--- src/rtl/vga_pkg.sv ---
// vga_pkg: shared state encoding, default timing and frame-geometry helpers for the VGA address path.
package vga_pkg;

    typedef enum logic [1:0] {SYNC_WAIT, ACTIVE, HBLANK, VBLANK} state_t;

    localparam int DEF_H_ACTIVE = 640;
    localparam int DEF_V_ACTIVE = 480;

    function automatic int calc_lw(input int h_active, input int shift);
        return h_active >> shift;
    endfunction

    function automatic int calc_fw(input int h_active, input int v_active, input int shift);
        return calc_lw(h_active, shift) * (v_active >> shift);
    endfunction

endpackage

--- src/rtl/vga_scale_cnt.sv ---
// vga_scale_cnt: source-column counter that advances once every 2^SHIFT emitted pixels.
module vga_scale_cnt #(
    parameter int CW    = 10,
    parameter int SHIFT = 0
) (
    input  logic          clk_i,
    input  logic          rst_ni,
    input  logic          start_i,
    input  logic          step_i,
    output logic [CW-1:0] col_o
);

    localparam int SW = (SHIFT > 0) ? SHIFT : 1;
    localparam logic [SW-1:0] M = SW'((1 << SHIFT) - 1);

    logic [CW-1:0] col_q, col_d, col_cur;
    logic [SW-1:0] sub_q, sub_d, sub_cur;

    // The first pixel of a line uses column 0 regardless of what is stored.
    always_comb begin
        col_cur = start_i ? '0 : col_q;
        sub_cur = start_i ? '0 : sub_q;
        sub_d   = step_i ? ((sub_cur == M) ? '0 : sub_cur + 1'b1) : '0;
        col_d   = step_i ? ((sub_cur == M) ? col_cur + 1'b1 : col_cur) : '0;
    end

    always_ff @(posedge clk_i or negedge rst_ni) begin
        if (!rst_ni) begin
            col_q <= '0;
            sub_q <= '0;
        end else begin
            col_q <= col_d;
            sub_q <= sub_d;
        end
    end

    assign col_o = col_cur;

endmodule

--- src/rtl/vga_addr_gen.sv ---
// vga_addr_gen: incremental framebuffer read-address generator with scaling and sequence checking.
// Define VGA_ADDR_DBUF_EN to select the frame buffer per frame from frame_sel.
module vga_addr_gen
    import vga_pkg::*;
#(
    parameter int CW          = 10,
    parameter int AW          = 20,
    parameter int H_ACTIVE    = DEF_H_ACTIVE,
    parameter int V_ACTIVE    = DEF_V_ACTIVE,
    parameter int SCALE_SHIFT = 0,
    parameter int ADDR_OFFSET = 1,
    parameter int BASE_ADDR   = 0
) (
    input  logic          clk,
    input  logic          rst,
    input  logic          enable,
    input  logic [CW-1:0] hCounter,
    input  logic [CW-1:0] vCounter,
    input  logic          frame_sel,
    output logic [AW-1:0] addr,
    output logic          addr_valid,
    output logic          line_start,
    output logic          frame_done,
    output logic          sync_err
);

    localparam int LW = calc_lw(H_ACTIVE, SCALE_SHIFT);
    localparam int FW = calc_fw(H_ACTIVE, V_ACTIVE, SCALE_SHIFT);
    localparam logic [CW-1:0] VM     = CW'((1 << SCALE_SHIFT) - 1);
    localparam logic [CW-1:0] H_LAST = CW'(H_ACTIVE - 1);
    localparam logic [CW-1:0] V_LAST = CW'(V_ACTIVE - 1);

    state_t        state_q, state_d;
    logic [CW-1:0] h_q, v_q, col;
    logic [AW-1:0] row_q, row_d, fbase_q, fbase_d, addr_q, addr_d;
    logic [AW-1:0] row_cur, fbase_cur;
    logic          valid_q, valid_d, ls_q, ls_d, fd_q, fd_d, err_q, err_d;
    logic          origin, h_seq, v_seq, emit, line_first, frame_first, fb;

`ifdef VGA_ADDR_DBUF_EN
    assign fb = frame_sel;
`else
    logic unused_frame_sel;
    assign unused_frame_sel = frame_sel;
    assign fb = 1'b0;
`endif

    vga_scale_cnt #(.CW(CW), .SHIFT(SCALE_SHIFT)) u_hcnt (
        .clk_i   (clk),
        .rst_ni  (rst),
        .start_i (line_first | frame_first),
        .step_i  (emit),
        .col_o   (col)
    );

    always_comb begin
        origin      = (hCounter == '0) && (vCounter == '0);
        h_seq       = hCounter == h_q + 1'b1;
        v_seq       = vCounter == v_q + 1'b1;
        state_d     = state_q;
        row_d       = row_q;
        fbase_d     = fbase_q;
        addr_d      = addr_q;
        valid_d     = 1'b0;
        ls_d        = 1'b0;
        fd_d        = 1'b0;
        err_d       = 1'b0;
        emit        = 1'b0;
        line_first  = 1'b0;
        frame_first = 1'b0;
        if (!enable) begin
            state_d = SYNC_WAIT;
        end else begin
            case (state_q)
                SYNC_WAIT, VBLANK: begin
                    emit        = origin;
                    frame_first = origin;
                end
                ACTIVE: begin
                    emit  = h_seq && (vCounter == v_q);
                    err_d = !emit;
                end
                HBLANK: begin
                    emit       = (hCounter == '0) && v_seq;
                    line_first = emit;
                    err_d      = !emit && ((hCounter == '0) || !h_seq || (vCounter != v_q));
                end
                default: state_d = SYNC_WAIT;
            endcase
            if (err_d) state_d = SYNC_WAIT;
        end
        // A new source row starts only on lines that are not vertical repeats.
        fbase_cur = frame_first ? AW'(BASE_ADDR) + (fb ? AW'(FW) : '0) : fbase_q;
        row_cur   = frame_first ? '0 :
                    (line_first && ((vCounter & VM) == '0)) ? row_q + AW'(LW) : row_q;
        if (emit) begin
            addr_d  = fbase_cur + AW'(ADDR_OFFSET) + row_cur + AW'(col);
            valid_d = 1'b1;
            ls_d    = frame_first || line_first;
            fd_d    = (hCounter == H_LAST) && (vCounter == V_LAST);
            row_d   = row_cur;
            fbase_d = fbase_cur;
            state_d = (hCounter != H_LAST) ? ACTIVE : (vCounter == V_LAST) ? VBLANK : HBLANK;
        end
    end

    always_ff @(posedge clk or negedge rst) begin
        if (!rst) begin
            state_q <= SYNC_WAIT;
            h_q     <= '0;
            v_q     <= '0;
            row_q   <= '0;
            fbase_q <= '0;
            addr_q  <= '0;
            valid_q <= 1'b0;
            ls_q    <= 1'b0;
            fd_q    <= 1'b0;
            err_q   <= 1'b0;
        end else begin
            state_q <= state_d;
            h_q     <= hCounter;
            v_q     <= vCounter;
            row_q   <= row_d;
            fbase_q <= fbase_d;
            addr_q  <= addr_d;
            valid_q <= valid_d;
            ls_q    <= ls_d;
            fd_q    <= fd_d;
            err_q   <= err_d;
        end
    end

    assign addr       = addr_q;
    assign addr_valid = valid_q;
    assign line_start = ls_q;
    assign frame_done = fd_q;
    assign sync_err   = err_q;

endmodule
--- config.mk ---
export PLATFORM = sky130hd
export DESIGN_NAME = vga_addr_gen
export DESIGN_NICKNAME = d
export VERILOG_FILES = /design/src/rtl/vga_pkg.sv /design/src/rtl/vga_scale_cnt.sv /design/src/rtl/vga_addr_gen.sv
export SDC_FILE = /design/constraint.sdc
export NUM_CORES = 1
export LEC_CHECK = 0
export CORE_AREA = 2 2 79 157
export CTS_CLUSTER_SIZE = 25
export DETAILED_ROUTE_END_ITERATION = 12
export DIE_AREA = 0 0 81 159
export PLACE_DENSITY = 0.74
export SKIP_CTS_REPAIR_TIMING = 1
export SYNTH_ARGS = -nofsm -noshare
export SYNTH_HDL_FRONTEND = slang
export SYNTH_SLANG_ARGS = --single-unit
--- constraint.sdc ---
create_clock -name clk -period 5.5 [get_ports clk]
set_input_delay 1.1 -clock clk [delete_from_list [all_inputs] [get_ports clk]]
set_output_delay 1.1 -clock clk [all_outputs]
set_load 0.01 [all_outputs]
### After elaboration in Yosys (flattened, before gate mapping)

Index checks and enable logic that the tools add are counted.

| word-level totals | value |
|---|---|
| output and inout port bits | 24 |
| memories | 0 |
| input bits | 24 |
| ROM bits | 0 |
| memory bits (writable) | 0 |
| latch bits | 0 |
| register bits | 97 |

| cells by class | value |
|---|---|
| $lt $le $gt $ge | 0 |
| mux-type cells | 26 |
| multiply operators | 0 |
| $add $sub $neg | 8 |
| bitwise operators | 1 |
| div/mod/pow operators | 0 |
| equality and inequality tests | 11 |
| reduce and logical (&&, ||, !) cells | 15 |
| shift-type cells | 0 |

Operator list:

| operator | number |
|---|---|
| 2-to-1 mux 20 bit | 3 |
| adder 10 x 1 -> 10 bit, second input constant | 3 |
| equality test 10 bit | 3 |
| 2-to-1 mux 10 bit | 3 |
| adder 20 x 1 -> 20 bit, second input constant | 1 |
| adder 20 x 10 -> 20 bit | 1 |
| adder 20 x 10 -> 20 bit, second input constant | 1 |
| adder 20 bit | 1 |
| zero test 10 bit | 2 |
| 2-to-1 mux 1 bit | 14 |
| equality test 10 bit, second input constant | 1 |
| equality test 10 x 9 -> 1 bit, second input constant | 1 |
| != test 10 bit | 1 |
| != test 10 bit, second input constant | 1 |
| 2-to-1 mux 2 bit | 4 |
| logical AND 1 bit | 5 |
| equality test 2 bit, second input constant | 2 |
| zero test 1 bit | 3 |
| logical OR 1 bit | 3 |
| != test 3 x 1 -> 1 bit, second input constant | 1 |
| one-hot mux 1 bit (3 select lines) | 1 |
| equality test 2 x 1 -> 1 bit, second input constant | 1 |
| zero test 2 bit | 1 |
| one-hot mux 1 bit (2 select lines) | 1 |
| 3 further kinds | 3 |

### Logic depth before layout (Yosys ltp)

| depth | value |
|---|---|
| depth after elaboration | 11 |
| depth in mapped cells | 23 |
| depth with buffers taken out | 22 |

### By module

Synthesis repeated with hierarchy kept, for this count alone.

| second synthesis, totals | value |
|---|---|
| cell total of the unflattened synthesis | 622 |
| area total of the unflattened synthesis | 6,014.5 sq um |

Modules (own cells, without submodules):

| module | instances | area each (sq um) | cells each |
|---|---|---|---|
| vga_addr_gen | 1 | 5,472.7 | 565 |
| vga_scale_cnt | 1 | 541.8 | 57 |

### Worst setup path after synthesis

Ideal clock, no wire load.

| timing | value |
|---|---|
| path kind | input to register |
| from | input vCounter[5] |
| to | register addr_q[18], in the netlist addr[18] |
| arrival | 5.819 ns |
| buffers on the path | 1 |
| required time | 5.368 ns |
| cell stages on the path | 21 |
| setup slack | -0.451 ns |
| cell sequence | xor2_1 and4_2 o41a_1 or2_2 and4_1 o21ai_1 clkbuf_1 and2_1 inv_1 fa_1 inv_1 fa_1 a21o_1 a21o_1 a2111oi_0 o21ai_0 a31oi_1 a21oi_1 nor4bb_1 nor4_1 a21oi_1 |

| on the way | value |
|---|---|
| longest elaborated chain between the ends | 8 |
| elaborated cells between the ends (all ways) | 20 |

RTL lines:

| element | RTL line | source |
|---|---|---|
| start, declared | vga_addr_gen.sv:18 | `input logic [CW-1:0] vCounter,` |
| zero test 10 bit / equality test 10 bit (equally long branches) | vga_addr_gen.sv:57, vga_addr_gen.sv:59 |  |
| logical AND 1 bit (on tied branches) | vga_addr_gen.sv:57, vga_addr_gen.sv:84 |  |
| 2-to-1 mux 1 bit | vga_addr_gen.sv:74 | `case (state_q)` |
| 2-to-1 mux 1 bit | vga_addr_gen.sv:71 | `if (!enable) begin` |
| 2-to-1 mux 20 bit (on tied branches) | vga_addr_gen.sv:93, vga_addr_gen.sv:95 |  |
| adder 20 x 1 -> 20 bit / 2-to-1 mux 20 bit (equally long branches) | vga_addr_gen.sv:97, vga_addr_gen.sv:94 |  |
| adder 20 bit | vga_addr_gen.sv:97 | `addr_d = fbase_cur + AW'(ADDR_OFFSET) + row_cur + AW'(col);` |
| adder 20 x 10 -> 20 bit | vga_addr_gen.sv:97 |  |
| end signal, assigned | vga_addr_gen.sv:125 | `addr_q <= addr_d;` |
| end, declared | vga_addr_gen.sv:35 | `logic [AW-1:0] row_q, row_d, fbase_q, fbase_d, addr_q, addr_d;` |

Parallel ways exist; a longest one is shown, timed or not.
A chain may end at the register's enable or synchronous reset.

### Worst setup path in the final report

| timing | value |
|---|---|
| from | input hCounter[4] |
| to | register addr_q[15], in the netlist addr[15] |

| on the way | value |
|---|---|
| longest elaborated chain between the ends | 8 |
| elaborated cells between the ends (all ways) | 19 |

RTL lines:

| element | RTL line | source |
|---|---|---|
| start, declared | vga_addr_gen.sv:17 | `input logic [CW-1:0] hCounter,` |
| zero test 10 bit | vga_addr_gen.sv:57, vga_addr_gen.sv:84 |  |
| logical AND 1 bit (on tied branches) | vga_addr_gen.sv:57, vga_addr_gen.sv:84 |  |
| 2-to-1 mux 1 bit | vga_addr_gen.sv:74 |  |
| 2-to-1 mux 1 bit | vga_addr_gen.sv:71 |  |
| 2-to-1 mux 20 bit (on tied branches) | vga_addr_gen.sv:93, vga_addr_gen.sv:95 |  |
| adder 20 x 1 -> 20 bit / 2-to-1 mux 20 bit (equally long branches) | vga_addr_gen.sv:97, vga_addr_gen.sv:94 |  |
| adder 20 bit | vga_addr_gen.sv:97 |  |
| adder 20 x 10 -> 20 bit | vga_addr_gen.sv:97 |  |

Parallel ways exist; a longest one is shown, timed or not.

==> qor.yml <==
status:
  outcome: "finished, violations left"
  violations: "negative setup slack"
sta:
  finalHoldViolCount: 0
  worst_pin_slew_ns: 1.049
  setup_ws_ns: -0.004198
  skew_ns: 0.007216
  fmax_ghz: 0.1817
  slew_viol_final: 0
  period_share_pct: 100.1
  slew_headroom_pct: 29.58
  layout_min_cycle_time_ns: 5.504
  final-setup-viol-count: 1
worst_hold_path:
  hold_depth: 1
  holdCritPathClass: "reg -> reg"
setup_path:
  path_common_cell: "buf_4"
  arrival_ns: 5.70
  cpMaxStageDelayCell: "fa_1"
  crit_chain: "dlymetal6s2s_1 -> nor4_2 -> nand3_2 -> or4_4 -> nor4_4 -> and4_4 -> o21ai_4 -> and2_4 -> inv_1 -> fa_1 -> inv_2 -> buf_12 -> ha_4 -> a211oi_4 -> o21a_1 -> nor4b_1 -> buf_4 -> o221a_4 -> o41ai_4 -> buf_4 -> buf_4 -> xor2_1 -> o21ai_0"
  reg2reg_depth: 23
  cp_data_required_time_ns: 5.69
  worstPathMaxFanout: 4
  critPathMaxStageDelay_ns: 0.46
  start_kind: "primary input"
  path_class: "in -> reg"
  crit_path_end_kind: "flip-flop"
synthesis:
  synth_top_area_share_pct: 39.51
  synth-seq-cells: 96
  synth_ff_type: "dfrtp_1"
  synth_edf_count: 0
  ys_types: 54
  synth.area.top_cells: "dfrtp_1 40%, ha_1 7.2%, xnor2_1 4.8%"
  synthCells: 657
  synth_area_leader_cell: "dfrtp_1"
  synth_fp_nets: 726
  synth.avg_cell_area_um2: 9.254
  async_reset_ff_share_pct: 100.0
  yosysWarningCount: 0
  ys_seq_area_share_pct: 39.51
  syn-cell-area_mm2: 0.006080
clock_network:
  clk_latency_ns: 0.35
  clock-sinks: 96
  cts_tree: "done"
  cts_made_buffers: 9
  cts.path.max_buffers: 2
  cts_root_buffer: "clkbuf_16"
  clk_pin_slew_worst_paths_ns: 0.07
  cts-htree-levels: 3
placed_design:
  dpl.cell_count: 929
  dp_slack_ns: -0.9309
  gp_congestion: 0.8928
  dp_hpwl_mm: 11.51
  port_buffers: 46
global_route:
  grt_pass1_wl_mm: 25.57
  antenna_found_initial: 0
  grt.overflow.total: 0
  grt_util_all_layers_pct: 25.12
  grt_max_degree: 64
  grt_pass1_vias: 5706
power_and_ir_drop:
  power.total_mw: 1.538
  p_per_area_mw_per_mm2: 184.7
  leakagePower_nw: 3.993
  ir_worst_vdd_uv: 167.4
flow_run:
  cap_viol_max_count: 0
floorplanning:
  die_h_um: 159
  core_mm2: 0.01163
  pin_count: 48
  initial_core_util_pct: 52.27
  rows: 56
  die_area_mm2: 0.01288
  die_w_um: 81
routing:
  first_iter_violations: 353
  antenna_left: 0
  vias: 5513
  dr.pass1.iters: 5
  drc: 0
  wirelength_mm: 16.72
  wire_per_inst_um: 17.42
  vias_per_cell: 5.743
final_layout:
  fin_nets: 879
  final_common_cell: "buf_4"
  layout_common_cells: "115 x buf_4, 94 x dfrtp_1, 53 x inv_1"
  drive_gt1_share_pct: 26.63
  stdcell_count: 960
  n_fill_cell: 831
  antenna_cells: 0
  final_util_pct: 71.62
  syn2layout_area_growth_pct: 37.02
sequential cells by signal, indices dropped and copies added (netlist names):
register and count:
addr 20, addr_valid 1, fbase_q 20, frame_done 1
h_q 10, line_start 1, row_q 20, state_q 2
sync_err 1, u_hcnt.col_q 10, v_q 10
cell families (layout without fill, tap and decap cells):
kind of cell	Yosys count	in the layout	share of synthesized area (%)
buffers and inverters	77	235	4.939
adders and majority gates	45	45	10.50
DFF	96	96	39.51
and+or+nand+nor	247	247	21.73
xor gates and xnor gates	58	58	8.356
AOI/OAI and AO/OA	126	126	13.56
muxes	8	8	1.399
power by group:
group	switching (mW)	internal, mW	leakage, nW
sequential	0.0122	0.713	1.28
clock	0.282	0.399	0.156
combinational	0.0725	0.0596	2.55
total	0.366	1.17	3.99
through the flow:
step	area, µm²	TNS [ns]	hold WS [ns]
2_1_floorplan	6120	0	0.4442
3_5_place_dp	7428	-7.646	0.4668
3_3_place_gp	7428	-6.614	0.4609
6_report	8330	-0.004198	0.4819
4_1_cts	7749	-3.845	0.4834
5_1_grt	8330	-0.5483	0.4982
critical path: cells and delay by family:
kind,cells,cell delay (ns)
AO/OA/AOI/OAI,6,1.21
XOR/XNOR,1,0.14
adder cells (fa/ha/maj),2,0.67
buffers and inverters,7,0.86
AND/OR/NAND/NOR,7,1.71
cell usage after synthesis, drive strengths merged (3+ instances only):
master and n:
and2 44, dfrtp 96, ha 35, a211o 4
nor3 13, mux2 4, or2 6, fa 10
nor4b 3, xnor2 33, a21oi 18, a211oi 6
and4 5, xor2 25, or3 12, mux2i 4
o21a 11, nand2 56, inv 56, clkbuf 16
or4 9, nor4 11, nand4 21, a21o 7
o21ai 49, nand3 16, a31oi 9, and3 7
o31ai 5, nand2b 3, buf 5, nor2 37
layout make-up:
class	count	area, µm²	area share [%]
sequential	96	2405	28.87
tap	145	181.4	2.178
inverter	56	210.2	2.523
clock inverter	7	95.09	1.141
clock buffer	9	225.2	2.704
timing repair buffer	163	1388	16.66
multi-input combinational	484	3826	45.93
per-layer routing:
metal / global-route usage [%] / up-vias / share of wire (%)
li1: - / 2601 / -
met1: 27.85 / 2713 / 37
met2: 45.12 / 152 / 56
met3: 3.345 / 47 / 2.9
met4: 12.71 / 0 / 4.0
met5: 0 / - / 0
worst paths after layout:
| kind | from | end | slack [ns] |
|---|---|---|---|
| worst max-delay path | hCounter[4] | addr[15] | -0.004 |
| worst min-delay path | fbase_q[17] | fbase_q[17] | 0.48 |
| worst max register to register | v_q[1] | addr[15] | 0.20 |
| worst min register to register | fbase_q[17] | fbase_q[17] | 0.48 |
| max in group asynchronous | rst | v_q[1] | 3.69 |
| min in group asynchronous | rst | v_q[5] | 0.83 |
(Power assumes the default switching activity.)
==> edit 1: new RTL, same settings <==
The option `VGA_ADDR_DBUF_EN` is turned on by a define.
--- a/src/rtl/vga_addr_gen.sv
+++ b/src/rtl/vga_addr_gen.sv
@@ -2,2 +2,4 @@
 // Define VGA_ADDR_DBUF_EN to select the frame buffer per frame from frame_sel.
+`define VGA_ADDR_DBUF_EN
+
 module vga_addr_gen
Function: changed (Yosys sat finds a counterexample within 4 cycles, from zero or initial values and one cycle with rst low).
==> edit 1 against the original RTL <==
Total power grew 0.47%. Sequential power about the same. Clock power rose by 2%. Wire length down 2.7%. Synthesized cell count shrank 0.91%. Core utilization fell by 3.9 points. Setup slack improved by 0.14 ns. Final area down 5.4%. Sequential cell count unchanged. Final cell count is 2.8% lower. Sequential share of layout area rose by 1.6 points. Synthesized area fell by 0.45%. Critical endpoint is now addr[18].
==> edit 1: results (changes against the original RTL) <==
Status
  – Status: complete, no violations

Finish
  – Final instance count without filler cells: 933 (-2.8%)
  – Share of layout cells above drive strength 1: 0.201 (-0.0658)
  – Nets@finish: 852 (-3.1%)

Power and ir drop
  – Logic power comb: 0.125 mW (-5%)
  – Comb pwr share: 0.081 (-0.005)
  – Worst vdd ir: 174 µV (+4.3%)
  – Switching Fraction: 0.227 (-0.0106)
  – Clk power: 0.696 mW (+2%)

Placement
  – Gpl congestion: 0.923 (+3.4%)
  – Placement Setup Slack: -0.693 ns (+0.238 ns)
  – IO Port Bufs: 47 (+2.2%)

Synth
  – Register area share after synthesis: 0.397 (+0.00180)
  – Adder-Cell Fraction of Synth Area: 0.105 (+0.000477)
  – Post-synthesis compound-gate area fraction: 0.128 (-0.00765)
  – Multiplexer share of the synthesized area: 0.0128 (-0.00118)
  – Post-Synth XOR/XNOR Area: 0.0883 (+0.00472)

GRT
  – Number of global-route vias before repair: 5609 (-1.7%)
  – Met2 global-route usage: 0.477 (+0.0263)
  – Largest net degree at the start of global routing: 55 (-14%)
  – GRT met3 Usage: 0.0414 (+0.00794)
  – Total track usage: 0.259 (+0.00797)

Worst setup path
  – Max Fanout on Critical Path: 8 (+4)
  – Crit path DAT: 5.58 ns (-0.12 ns)
  – CP max-delay cell: or4_4

STA
  – Fin Clk Skew: 0.00735 ns (+0.000132 ns)
## edit 1: logic make-up after synthesis
logic type / count (synthesis)
compound gates: 124
xor+xnor: 61
fa+ha+maj: 45
buf+inv: 71
flops: 96
mux: 7
simple gates: 247
## edit 1: final timing paths
kind                                   from           to  slack, ns  depth (start not counted)
max in group asynchronous               rst  fbase_q[14]       3.63                          2
worst max register to register       v_q[0]     addr[18]       0.52                         22
min in group asynchronous               rst       v_q[0]       0.75                          1
worst max-delay path            hCounter[7]     addr[18]       0.14                         22
worst min register to register  fbase_q[14]  fbase_q[14]       0.48                          1
worst min-delay path            fbase_q[14]  fbase_q[14]       0.48                          1
## edit 1: final cells by class
cell class,count,area [µm²]
fill,910,3750
multi-input combinational,484,3560
sequential,96,2400
timing repair buffer,143,1220
clock buffer,11,253
inverter,49,184
tap,145,181
clock inverter,5,78.8
## edit 1: layer usage
metal  share of wire  up-vias
met5               0        -
met4           0.049        0
met2            0.56      139
met3           0.033       56
li1                -     2529
met1            0.36     2618
==> edit 2: new RTL, same settings <==
Without the edit above. `h_q`, `v_q` and `addr_q` no longer have a reset.
--- a/src/rtl/vga_addr_gen.sv
+++ b/src/rtl/vga_addr_gen.sv
@@ -109,7 +109,4 @@
             state_q <= SYNC_WAIT;
-            h_q     <= '0;
-            v_q     <= '0;
             row_q   <= '0;
             fbase_q <= '0;
-            addr_q  <= '0;
             valid_q <= 1'b0;
@@ -120,7 +117,4 @@
             state_q <= state_d;
-            h_q     <= hCounter;
-            v_q     <= vCounter;
             row_q   <= row_d;
             fbase_q <= fbase_d;
-            addr_q  <= addr_d;
             valid_q <= valid_d;
@@ -130,2 +124,8 @@
         end
+    end
+
+    always_ff @(posedge clk) begin
+        h_q    <= hCounter;
+        v_q    <= vCounter;
+        addr_q <= addr_d;
     end
Check against the original RTL: not equivalent (Yosys sat finds a counterexample within 4 cycles, from zero or initial values and one cycle with rst low).
==> edit 2 against the original RTL <==
Synthesized cell count shrank 10%. Clock power shrank 14%. Register-to-register slack gained 0.18 ns. Total power shrank 6.3%. Count of clock-buffer cells in the layout grew 1. Critical path depth shrank 1. Wire length shrank 20%. Final cell count shrank 7.9%. Maximum frequency grew 3.3%. Final area shrank 8.9%. Synthesized area shrank 4.6%. First-iteration DRC count shrank 54%. Sequential cell count is the same. Setup slack gained 0.18 ns.
==> edit 2: results (changes against the original RTL) <==
Power and ir drop
  – Worst vdd ir: 177 µV (+6.0%)
  – Leak: 3.66 nW (-8.4%)

STA
  – Max transition margin: 0.511 (+0.215)
  – Tcrit/Tclk final: 0.968 (-0.0323)

Placement
  – DP Area: 7050 µm² (-5.1%)
  – Hpwl dp: 10100 µm (-12%)

Worst setup path
  – Max stage delay on crit path: 0.42 ns (-0.04 ns)
  – Critical path's top delay family: compound AO/OA/AOI/OAI gates
  – RR Startpoint: state_q[0]
  – Worst EP required: 5.60 ns (-0.09 ns)
  – Max Fanout on Critical Path: 5 (+1)

Synth
  – Gate count of the mapped netlist: 591 (-10%)
  – Post-synth EDFFs: 20 (+20)
  – Top cells by area, synth: dfrtp_1 (24%), edfxtp_1 (10%), ha_1 (7.5%), dfxtp_1 (6.9%), xnor2_1 (4.8%)
  – Post-synthesis net count: 660 (-9.1%)
  – Netlist cell types: 72 (+33%)

Status
  – Status: complete, no violations

Drt
  – Detailed Route Iter0 Violations: 162 (-54%)
  – M1 WL: 4740 µm (-24%)

Worst hold path
  – Hold endpoint: fbase_q[10]

Finish
  – Final instance count without filler cells: 884 (-7.9%)
  – Nets@finish: 803 (-8.6%)

GRT
  – Number of global-route vias before repair: 5074 (-11%)
  – First-pass GRT wire length: 22800 µm (-11%)
  – Total track usage: 0.223 (-0.0281)
[edit 2: changes by cell type after synthesis, sizes merged, moves of 6 or more]
cell	before	now
dfrtp	96	56
nor2	37	47
clkbuf	16	8
edfxtp	0	20
a21oi	18	24
o21ai	49	17
dfxtp	0	20
nand2	56	36
nand4	21	8
or4	9	0
[edit 2: where the power goes]
part           internal (mW)  total [mW]  switching, mW
clock network          0.308       0.583          0.275
logic                 0.0616       0.119         0.0577
registers              0.729       0.739         0.0101
[edit 2: area by class of cell]
class	count	area (µm²)
timing repair buffer	145	1240
clock inverter	6	43.8
fill	946	4040
multi-input combinational	429	3290
inverter	53	199
tap	145	181
sequential	96	2400
clock buffer	10	229
[edit 2: cell families (layout without fill, tap and decap cells)]
logic type                 Yosys count  after routing  synth area share
and+or+nand+nor                    219            219             0.207
AOI/OAI and AO/OA                  103            103             0.130
DFF                                 96             96             0.414
buffers and inverters               66            214            0.0444
xor gates and xnor gates            58             58            0.0876
adders and majority gates           45             45             0.110
muxes                                4              4           0.00733
